**src/rtl/flappy_game_ctrl.sv**
```systemverilog
// Game-flow controller: IDLE/PLAY/DYING/OVER sequencing once per frame,
// bird velocity/position, pipe scroll gating and a 2-digit BCD score.
module flappy_game_ctrl #(
  parameter int SCREEN_H     = 480,
  parameter int BIRD_H       = 16,
  parameter int START_Y      = 232,
  parameter int FLAP_VEL     = -6,
  parameter int GRAVITY      = 1,
  parameter int VMAX         = 8,
  parameter int DEATH_FRAMES = 60
) (
  input  logic       clk,
  input  logic       rst_n,
  input  logic       ena,
  input  logic       frame_tick,
  input  logic       btn_up,
  input  logic       btn_down,
  input  logic       collide,
  input  logic       pipe_passed,
  output logic [9:0] bird_y,
  output logic       scroll_en,
  output logic [1:0] state,
  output logic [7:0] score,
  output logic       game_over,
  output logic       flash
);

  localparam int CNT_W = $clog2(DEATH_FRAMES + 1);

  localparam logic [9:0]        Y_MAX    = 10'(SCREEN_H - BIRD_H);
  localparam logic [9:0]        Y_START  = 10'(START_Y);
  localparam logic signed [5:0] V_FLAP   = 6'(FLAP_VEL);
  localparam logic signed [5:0] V_MAX    = 6'(VMAX);
  localparam logic signed [5:0] V_GRAV   = 6'(GRAVITY);
  localparam logic [CNT_W-1:0]  CNT_INIT = CNT_W'(DEATH_FRAMES - 1);

  typedef enum logic [1:0] {
    S_IDLE  = 2'd0,
    S_PLAY  = 2'd1,
    S_DYING = 2'd2,
    S_OVER  = 2'd3
  } state_t;

  state_t                cur_state, nxt_state;
  logic signed [4:0]     vel, vel_n;
  logic [9:0]            y_n;
  logic [7:0]            score_n;
  logic [CNT_W-1:0]      cnt, cnt_n;

  logic [2:0]            up_sync, dn_sync;
  logic                  up_edge, dn_edge;
  logic                  up_pend, down_pend, col_pend, pass_pend;
  logic                  tick;

  logic signed [5:0]     vel_grav, vel_sel;
  logic signed [10:0]    y_sum;

  assign tick    = frame_tick & ena;
  assign up_edge = up_sync[1] & ~up_sync[2];
  assign dn_edge = dn_sync[1] & ~dn_sync[2];

  // Two-stage button synchronizers plus one history stage for edge detection
  always_ff @(posedge clk or negedge rst_n) begin
    if (!rst_n) begin
      up_sync <= '0;
      dn_sync <= '0;
    end else begin
      up_sync <= {up_sync[1:0], btn_up};
      dn_sync <= {dn_sync[1:0], btn_down};
    end
  end

  // Sticky per-frame event flags; an event in the tick cycle seeds the next frame
  always_ff @(posedge clk or negedge rst_n) begin
    if (!rst_n) begin
      up_pend   <= 1'b0;
      down_pend <= 1'b0;
      col_pend  <= 1'b0;
      pass_pend <= 1'b0;
    end else if (tick) begin
      up_pend   <= up_edge;
      down_pend <= dn_edge;
      col_pend  <= collide;
      pass_pend <= pipe_passed;
    end else begin
      up_pend   <= up_pend   | up_edge;
      down_pend <= down_pend | dn_edge;
      col_pend  <= col_pend  | collide;
      pass_pend <= pass_pend | pipe_passed;
    end
  end

  // Game state registers, advanced only on an enabled frame tick
  always_ff @(posedge clk or negedge rst_n) begin
    if (!rst_n) begin
      cur_state <= S_IDLE;
      bird_y    <= Y_START;
      vel       <= '0;
      score     <= '0;
      cnt       <= '0;
    end else if (tick) begin
      cur_state <= nxt_state;
      bird_y    <= y_n;
      vel       <= vel_n;
      score     <= score_n;
      cnt       <= cnt_n;
    end
  end

  // Next-frame state, physics and scoring
  always_comb begin
    nxt_state = cur_state;
    y_n       = bird_y;
    vel_n     = vel;
    score_n   = score;
    cnt_n     = cnt;
    vel_grav  = 6'(vel) + V_GRAV;
    vel_sel   = '0;
    y_sum     = '0;

    case (cur_state)
      S_IDLE: begin
        y_n   = Y_START;
        vel_n = '0;
        if (up_pend) begin
          nxt_state = S_PLAY;
          vel_n     = 5'(V_FLAP);
          score_n   = '0;
        end
      end

      S_PLAY: begin
        if (col_pend || bird_y == Y_MAX) begin
          nxt_state = S_DYING;
          cnt_n     = CNT_INIT;
        end else begin
          if (up_pend)                vel_sel = V_FLAP;
          else if (down_pend)         vel_sel = V_MAX;
          else if (vel_grav > V_MAX)  vel_sel = V_MAX;
          else                        vel_sel = vel_grav;
          vel_n = vel_sel[4:0];

          // Signed add in 11 bits so the ceiling clamps instead of wrapping
          y_sum = $signed({1'b0, bird_y}) + 11'(vel_sel);
          if (y_sum < 11'sd0)                          y_n = '0;
          else if (y_sum > $signed({1'b0, Y_MAX}))     y_n = Y_MAX;
          else                                         y_n = y_sum[9:0];

          if (pass_pend && score != 8'h99) begin
            if (score[3:0] == 4'd9) score_n = {score[7:4] + 4'd1, 4'd0};
            else                    score_n = {score[7:4], score[3:0] + 4'd1};
          end
        end
      end

      S_DYING: begin
        y_sum = $signed({1'b0, bird_y}) + 11'(V_MAX);
        if (y_sum > $signed({1'b0, Y_MAX})) y_n = Y_MAX;
        else                                y_n = y_sum[9:0];
        if (cnt == '0) nxt_state = S_OVER;
        else           cnt_n     = cnt - CNT_W'(1);
      end

      S_OVER: begin
        if (up_pend) begin
          nxt_state = S_IDLE;
          y_n       = Y_START;
          vel_n     = '0;
        end
      end

      default: nxt_state = S_IDLE;
    endcase
  end

  assign state     = cur_state;
  assign scroll_en = (cur_state == S_PLAY);
  assign game_over = (cur_state == S_OVER);
  assign flash     = (cur_state == S_DYING) & cnt[3];

endmodule
```
**config.mk**
```make
export PLATFORM = sky130hd
export DESIGN_NAME = flappy_game_ctrl
export DESIGN_NICKNAME = d
export VERILOG_FILES = /design/src/rtl/flappy_game_ctrl.sv
export SDC_FILE = /design/constraint.sdc
export NUM_CORES = 1
export LEC_CHECK = 0
export ABC_AREA = 1
export CAP_MARGIN = 10
export CORE_ASPECT_RATIO = 1.4
export CORE_MARGIN = 5
export CORE_UTILIZATION = 51
export DETAILED_ROUTE_END_ITERATION = 10
export PLACE_DENSITY_LB_ADDON = 0.1
export SETUP_SLACK_MARGIN = 0.2
export SLEW_MARGIN = 30
export SYNTH_ARGS = -nofsm -noshare
export SYNTH_HDL_FRONTEND = slang
export SYNTH_SLANG_ARGS = --single-unit
```
**constraint.sdc**
```tcl
create_clock -name clk -period 2.9 [get_ports clk]
set_clock_uncertainty 0.15 [all_clocks]
set_input_delay 0.58 -clock clk [delete_from_list [all_inputs] [get_ports clk]]
set_output_delay 0.58 -clock clk [all_outputs]
set_load 0.02 [all_outputs]
```
## Word level (Yosys, flattened, before mapping)

Index checks and enable logic that the tools add are counted.

- Add/subtract/negate cells: 6
- Magnitude comparators: 4
- Eq/ne operators: 14
- Muxes and demuxes: 32
- Bitwise operators: 10
- Reductions and logical operators: 13

Operator list:

| kind | number |
|---|---|
| 10-bit two-way mux | 5 |
| 6-bit two-way mux | 7 |
| 10-bit case mux with 4 select lines | 1 |
| 8-bit two-way mux | 4 |
| 11-bit by 10-bit > comparator with 1-bit output (second input constant) | 2 |
| 8-bit case mux with 2 select lines | 1 |
| 5-bit two-way mux | 3 |
| 5-bit case mux with 3 select lines | 1 |
| 6-bit case mux with 2 select lines | 1 |
| 10-bit by 4-bit adder with 11-bit output (second input constant) | 1 |
| 11-bit by 6-bit adder with 11-bit output | 1 |
| 11-bit by 1-bit < comparator with 1-bit output (second input constant) | 1 |
| 10-bit by 9-bit == test with 1-bit output (second input constant) | 1 |
| 5-bit AND reduction | 2 |
| 4-bit by 1-bit adder with 4-bit output (second input constant) | 2 |
| 2-bit two-way mux | 4 |
| 2-bit by 1-bit inequality test with 1-bit output (second input constant) | 4 |
| 2-bit inequality test (second input constant) | 4 |
| 8-bit inequality test (second input constant) | 1 |
| 2-bit case mux with 4 select lines | 1 |
| 4-bit AND reduction | 2 |
| 5-bit by 2-bit adder with 6-bit output (second input constant) | 1 |
| 6-bit by 5-bit > comparator with 1-bit output (second input constant) | 1 |
| 6-bit logical NOT | 1 |
| other kinds (15) | 27 |

- Register bits: 41
- Input bits: 8
- Output and inout port bits: 23
- Logic and storage cells: 91

## Depth between registers and ports, before layout

- Depth in word-level cells: 13
- Gate-level depth with buffers: 25
- Gate-level depth less buffers: 25

## Least setup slack after synthesis

No wires, ideal clock.

- Path kind: reg-to-reg
- From: register vel[0]
- To: register bird_y[4]
- Library setup time: 117 ps
- Data arrival time: 2797 ps
- Required time: 2633 ps
- Setup slack: -164 ps
- Stages on the path, launching flop included: 24
- Path buffers: 0
- Clock period less this slack: 3064 ps
- Cells stage by stage: dfrtp_1 -> ha_1 -> nand2_1 -> inv_2 -> nand2_1 -> xor2_1 -> o21ai_1 -> nand3_1 -> nor2_1 -> ha_1 -> fa_1 -> nand2_2 -> nand3_2 -> nand3_1 -> nand2_1 -> nand2_1 -> nand2_2 -> xor2_2 -> nand2_2 -> nand2_1 -> nand2_1 -> nand2_1 -> nand2_1 -> nand2_1

- Word-level cells in the longest chain between the ends: 13
- Elaborated cells on any way between the ends: 14
- Classes of those cells: add/sub (2); order compare (3); mux (9)

RTL lines:

| item | RTL line | RTL |
|---|---|---|
| start: declaration | 45 | `logic signed [4:0] vel, vel_n;` |
| start signal: assignment | 104 | `vel <= vel_n;` |
| 5-bit by 2-bit adder with 6-bit output (*) | 117 | `vel_grav = 6'(vel) + V_GRAV;` |
| 6-bit by 5-bit > comparator with 1-bit output | 139 | `else if (vel_grav > V_MAX) vel_sel = V_MAX;` |
| 6-bit two-way mux (*) | 139 |  |
| 6-bit two-way mux (*) | 138 | `else if (down_pend) vel_sel = V_MAX;` |
| 6-bit two-way mux (*) | 137 | `if (up_pend) vel_sel = V_FLAP;` |
| 6-bit two-way mux (*) | 133 | `if (col_pend \|\| bird_y == Y_MAX) begin` |
| 6-bit two-way mux (*) | 121 | `case (cur_state)` |
| 11-bit by 6-bit adder with 11-bit output (*) | 144 | `y_sum = $signed({1'b0, bird_y}) + 11'(vel_sel);` |
| 11-bit by 10-bit > comparator with 1-bit output | 146 | `else if (y_sum > $signed({1'b0, Y_MAX})) y_n = Y_MAX;` |
| 10-bit two-way mux | 146 |  |
| 10-bit two-way mux (*) | 145 | `if (y_sum < 11'sd0) y_n = '0;` |
| 10-bit two-way mux (*) | 133 |  |
| 10-bit case mux with 4 select lines (*) | 121 |  |
| end signal: assignment | 103 | `bird_y <= y_n;` |
| end: declaration | 20 | `output logic [9:0] bird_y,` |

Mark *: on every way between the ends. The rest lies on a longest branch, timed or not. The select of a mux whose other input is x is not followed.
A chain may end at the register's enable or synchronous reset.

## Final worst setup path

- From: register vel[0]
- To: register bird_y[5]

Same word-level chain as after synthesis.

==> impl_metrics.yaml <==
synthesis:
  synth_edf_count: 0
  synth_compound_area_frac: 0.0905
  yosysTopAreaCell: "dfrtp_1"
  mappedNetlistArea_um2: 2930
  combinational_family_with_the_most_area_after_synthesis: "simple AND/OR/NAND/NOR gates"
  post_synth_xor_area_fraction: 0.0444
  synth.avg_cell_area_um2: 7.48
  synth.ff_latch_count: 41
  netlist_top_cells_count: "nand2_1, inv_1, nor2_1"
  synthMuxAreaShare: 0.0102
  seq_area_frac_synth: 0.352
  synth_async_sr_flop_share: 1.00
  post-synth-top-count-cell: "nand2_1"
  post_synth_inst_count: 392
  netlist.area_leader.share: 0.316
  number_of_distinct_library_cell_variants_in_the_gate_level_netlist_after_synthesis: 37
  postSynthNetCount: 423
  synth_adder_area_share: 0.101
  synth-warning-count: 0
  dominantRegCellSynth: "dfrtp_1"
  post_synth_and_or_nand_nor_area_fraction: 0.323
  synth.top_cells.by_area: "dfrtp_1, nand2_1, ha_1, inv_1, nor2_1"
sta:
  period_minus_slack_ns: 3.21
  report.final.setup_viol: 9
  max_slew_margin: 0.652
  worst_slack_ns: -0.309
  tightest_slew_ns: 0.522
  rsz0062_at_grt: "true"
  finalCritPeriodShare: 1.11
  maxClockFrequency_mhz: 312
  fin_setup_tns_ns: -2.35
  slew_violations: 0
  hold_viol: 0
setup_path:
  largest_driver_fanout_on_the_critical_path: 5
  path_type_of_the_worst_setup_path: "reg -> reg"
  cp.buffers_inverters: 3
  cp_top_family: "simple AND/OR/NAND/NOR gates"
  required_arrival_time_at_the_worst_endpoint_ns: 2.97
  data_arrival_critical_path_ns: 3.28
  critPathCaptureType: "flip-flop"
  critical-path-max-stage-delay_ns: 0.38
  crit_chain: "ha_2 -> nand2_2 -> inv_2 -> nand2_2 -> xor2_1 -> o21ai_2 -> buf_4 -> nand4_1 -> ha_4 -> nand2_4 -> nor2_1 -> nand2_1 -> nand3_2 -> nand2_1 -> nand2_1 -> nand2_1 -> nand3_1 -> nand2_2 -> nand2_4 -> buf_4 -> nand3b_1 -> a21oi_2"
  slowest_cell_on_the_critical_path: "ha_4"
  setup.worst_path.start_class: "flip-flop"
  critical_path.most_common_cell: "nand2_1"
floorplan:
  die_y_um: 99.7
  initial_utilization: 0.527
  core_region_area_um2: 5570
  io_pins: 31
  die_area_um2: 7380
  floorplan.rows: 32
  chipWidth_um: 74.1
status:
  failed_checks: "negative setup slack"
  run_status: "finished, violations left"
final_layout:
  area_delta_synth_final_pct: 32.9
  antenna_cells: 0
  share_of_the_core_filled_with_cells_in_the_final_layout: 0.700
  postLayoutCellArea_um2: 3890
  post_route_cells_drive_above_1_share: 0.254
  nets: 495
  fill_cells: 467
clocking:
  numCtsBuffers: 5
  tritoncts_clock_tree: "built"
  hold_buffers: 0
  htree_num_levels: 2
  clk_latency_ns: 0.29
  clkSlewWorstSetupHoldPaths_ns: 0.08
  clock_sink_count: 41
  cts_root_buffer: "clkbuf_8"
  cts_max_path_buffers: 2
placed_design:
  place_ws_ns: -0.340
  gp_routability_congestion: 0.894
  placed_cell_area_um2: 3480
  sum_of_net_half_perimeters_after_detailed_placement_mm: 5.45
  place.port_buffers: 30
power:
  switching_share: 0.466
  p_leak_nw: 1.96
  pwr-share-comb: 0.634
  power.share.sequential: 0.246
  net_switching_power_figure_mw: 1.84
  internal_power_mw: 2.10
  max-vdd-ir-drop_uv: 662
  clockPowerShare: 0.120
  power_per_cell_area_nw_per_um2: 1010
global_routing:
  grt_first_pass_wirelength_mm: 12.4
  grt.overflow.total: 0
  maximum_number_of_pins_on_one_net_before_global_route_repair: 42
  tot_gr_track_use: 0.214
  number_of_global_route_vias_before_repair: 2730
  grt_antenna_before_repair: 0
routing:
  vias: 2808
  total_detailed_routing_wirelength_mm: 7.47
  drtIter0Drc: 84
  drtAntennaViolNets: 0
  firstDrtPassIters: 4
  post-route-drc-count: 0
  drt-wirelength-per-cell_um: 14.0
  viasPerCell: 5.27
run:
  number_of_violations_of_the_max_capacitance_limit: 0
min_path:
  worstHoldPathType: "in -> async"
## sequential cells by signal, summed over array words and instances (netlist names)
| signal | cells |
|---|---|
| bird_y | 10 |
| state | 2 |
| pass_pend | 1 |
| up_sync | 3 |
| cnt | 6 |
| dn_sync | 3 |
| col_pend | 1 |
| up_pend | 1 |
| vel | 5 |
| down_pend | 1 |
| score | 8 |
## routing by layer
| layer | global-route usage | routed length, um | vias to the layer above |
|---|---|---|---|
| met3 | 0.0313 | 213 | 12 |
| met1 | 0.254 | 3060 | 1337 |
| met2 | 0.385 | 4050 | 57 |
| li1 | - | - | 1402 |
| met4 | 0.0697 | 142 | 0 |
| met5 | 0 | 0 | - |
## cells in the final DEF (no fill, tap or decap), types with 4 or more instances in the layout
| master | instances |
|---|---|
| nand2_1 | 91 |
| nor3_1 | 4 |
| nand3b_1 | 5 |
| dfrtp_1 | 37 |
| nand2_4 | 8 |
| clkdlybuf4s50_1 | 29 |
| nor2_1 | 35 |
| dfstp_2 | 4 |
| nand2_2 | 18 |
| clkbuf_8 | 6 |
| nand3_2 | 9 |
| inv_1 | 48 |
| o21ai_0 | 11 |
| xor2_1 | 10 |
| nor2_4 | 4 |
| ha_1 | 18 |
| buf_4 | 38 |
| nand4_1 | 8 |
| nand3_1 | 18 |
| a21oi_1 | 15 |
| inv_2 | 8 |
| a21oi_2 | 5 |
## worst paths after layout
| path | start | slack [ns] | cells after the start | endpoint |
|---|---|---|---|---|
| min reg2reg | dn_sync[0]$_DFF_PN0_ | 0.21 | 0 | dn_sync[1]$_DFF_PN0_ |
| max reg2reg | vel[0]$_DFFE_PN0P_ | -0.31 | 22 | bird_y[5]$_DFFE_PN1P_ |
| min | rst_n | 0.11 | 1 | bird_y[0]$_DFFE_PN0P_ |
| max | vel[0]$_DFFE_PN0P_ | -0.31 | 22 | bird_y[5]$_DFFE_PN1P_ |
| max in group asynchronous | rst_n | 2.11 | 1 | bird_y[7]$_DFFE_PN1P_ |
| min in group clk | dn_sync[0]$_DFF_PN0_ | 0.21 | 0 | dn_sync[1]$_DFF_PN0_ |
## layout make-up
class / instances / area [um2] / area share
Multi-Input combinational cell: 293 / 1880 / 0.482
Sequential cell: 41 / 1030 / 0.265
Tap cell: 68 / 85.1 / 0.0218
Timing Repair Buffer: 67 / 576 / 0.148
Inverter: 56 / 210 / 0.0540
Clock inverter: 1 / 30.0 / 0.00771
Clock buffer: 7 / 86.3 / 0.0222
## cell families after synthesis
family | count (synthesis)
compound gates | 46
mux | 3
simple gates | 206
buf+inv | 59
fa+ha+maj | 23
flops | 41
xor+xnor | 14
## repair_timing
item	4_1_cts	5_1_grt
gates resized for setup	16	36
setup buffers	5	6
gates cloned	1	0
endpoints found under the setup margin	9	9
pin swaps	9	15
## metrics by stage
stage	hold WS [ns]	cells	power (mW)
final	0.109	533	3.94
after global routing	0.140	533	4.28
after CTS	0.214	527	3.67
after detailed placement	0.196	513	3.08
after global placement	0.184	513	3.07
after floorplan	0.134	392	2.34
## worst register-to-register path, cell delays in order, from the launching register on
cell	delay [ns]
dfrtp_1	0.36
ha_2	0.19
nand2_2	0.05
inv_2	0.07
nand2_2	0.05
xor2_1	0.15
o21ai_2	0.22
buf_4	0.15
nand4_1	0.22
ha_4	0.38
nand2_4	0.05
nor2_1	0.10
nand2_1	0.09
nand3_2	0.09
nand2_1	0.06
nand2_1	0.10
nand2_1	0.07
nand3_1	0.09
nand2_2	0.09
nand2_4	0.10
buf_4	0.11
nand3b_1	0.09
a21oi_2	0.13
## power groups by stage
stage | clock, mW | sequential, mW | combinational [mW]
finish | 0.473 | 0.970 | 2.50
floorplan | 0 | 1.04 | 1.30
global route | 0.515 | 1.00 | 2.76
CTS | 0.484 | 0.966 | 2.21
detailed placement | 0 | 0.970 | 2.11
global placement | 0 | 0.969 | 2.10
Note: power is estimated with default switching activity, not from simulation.
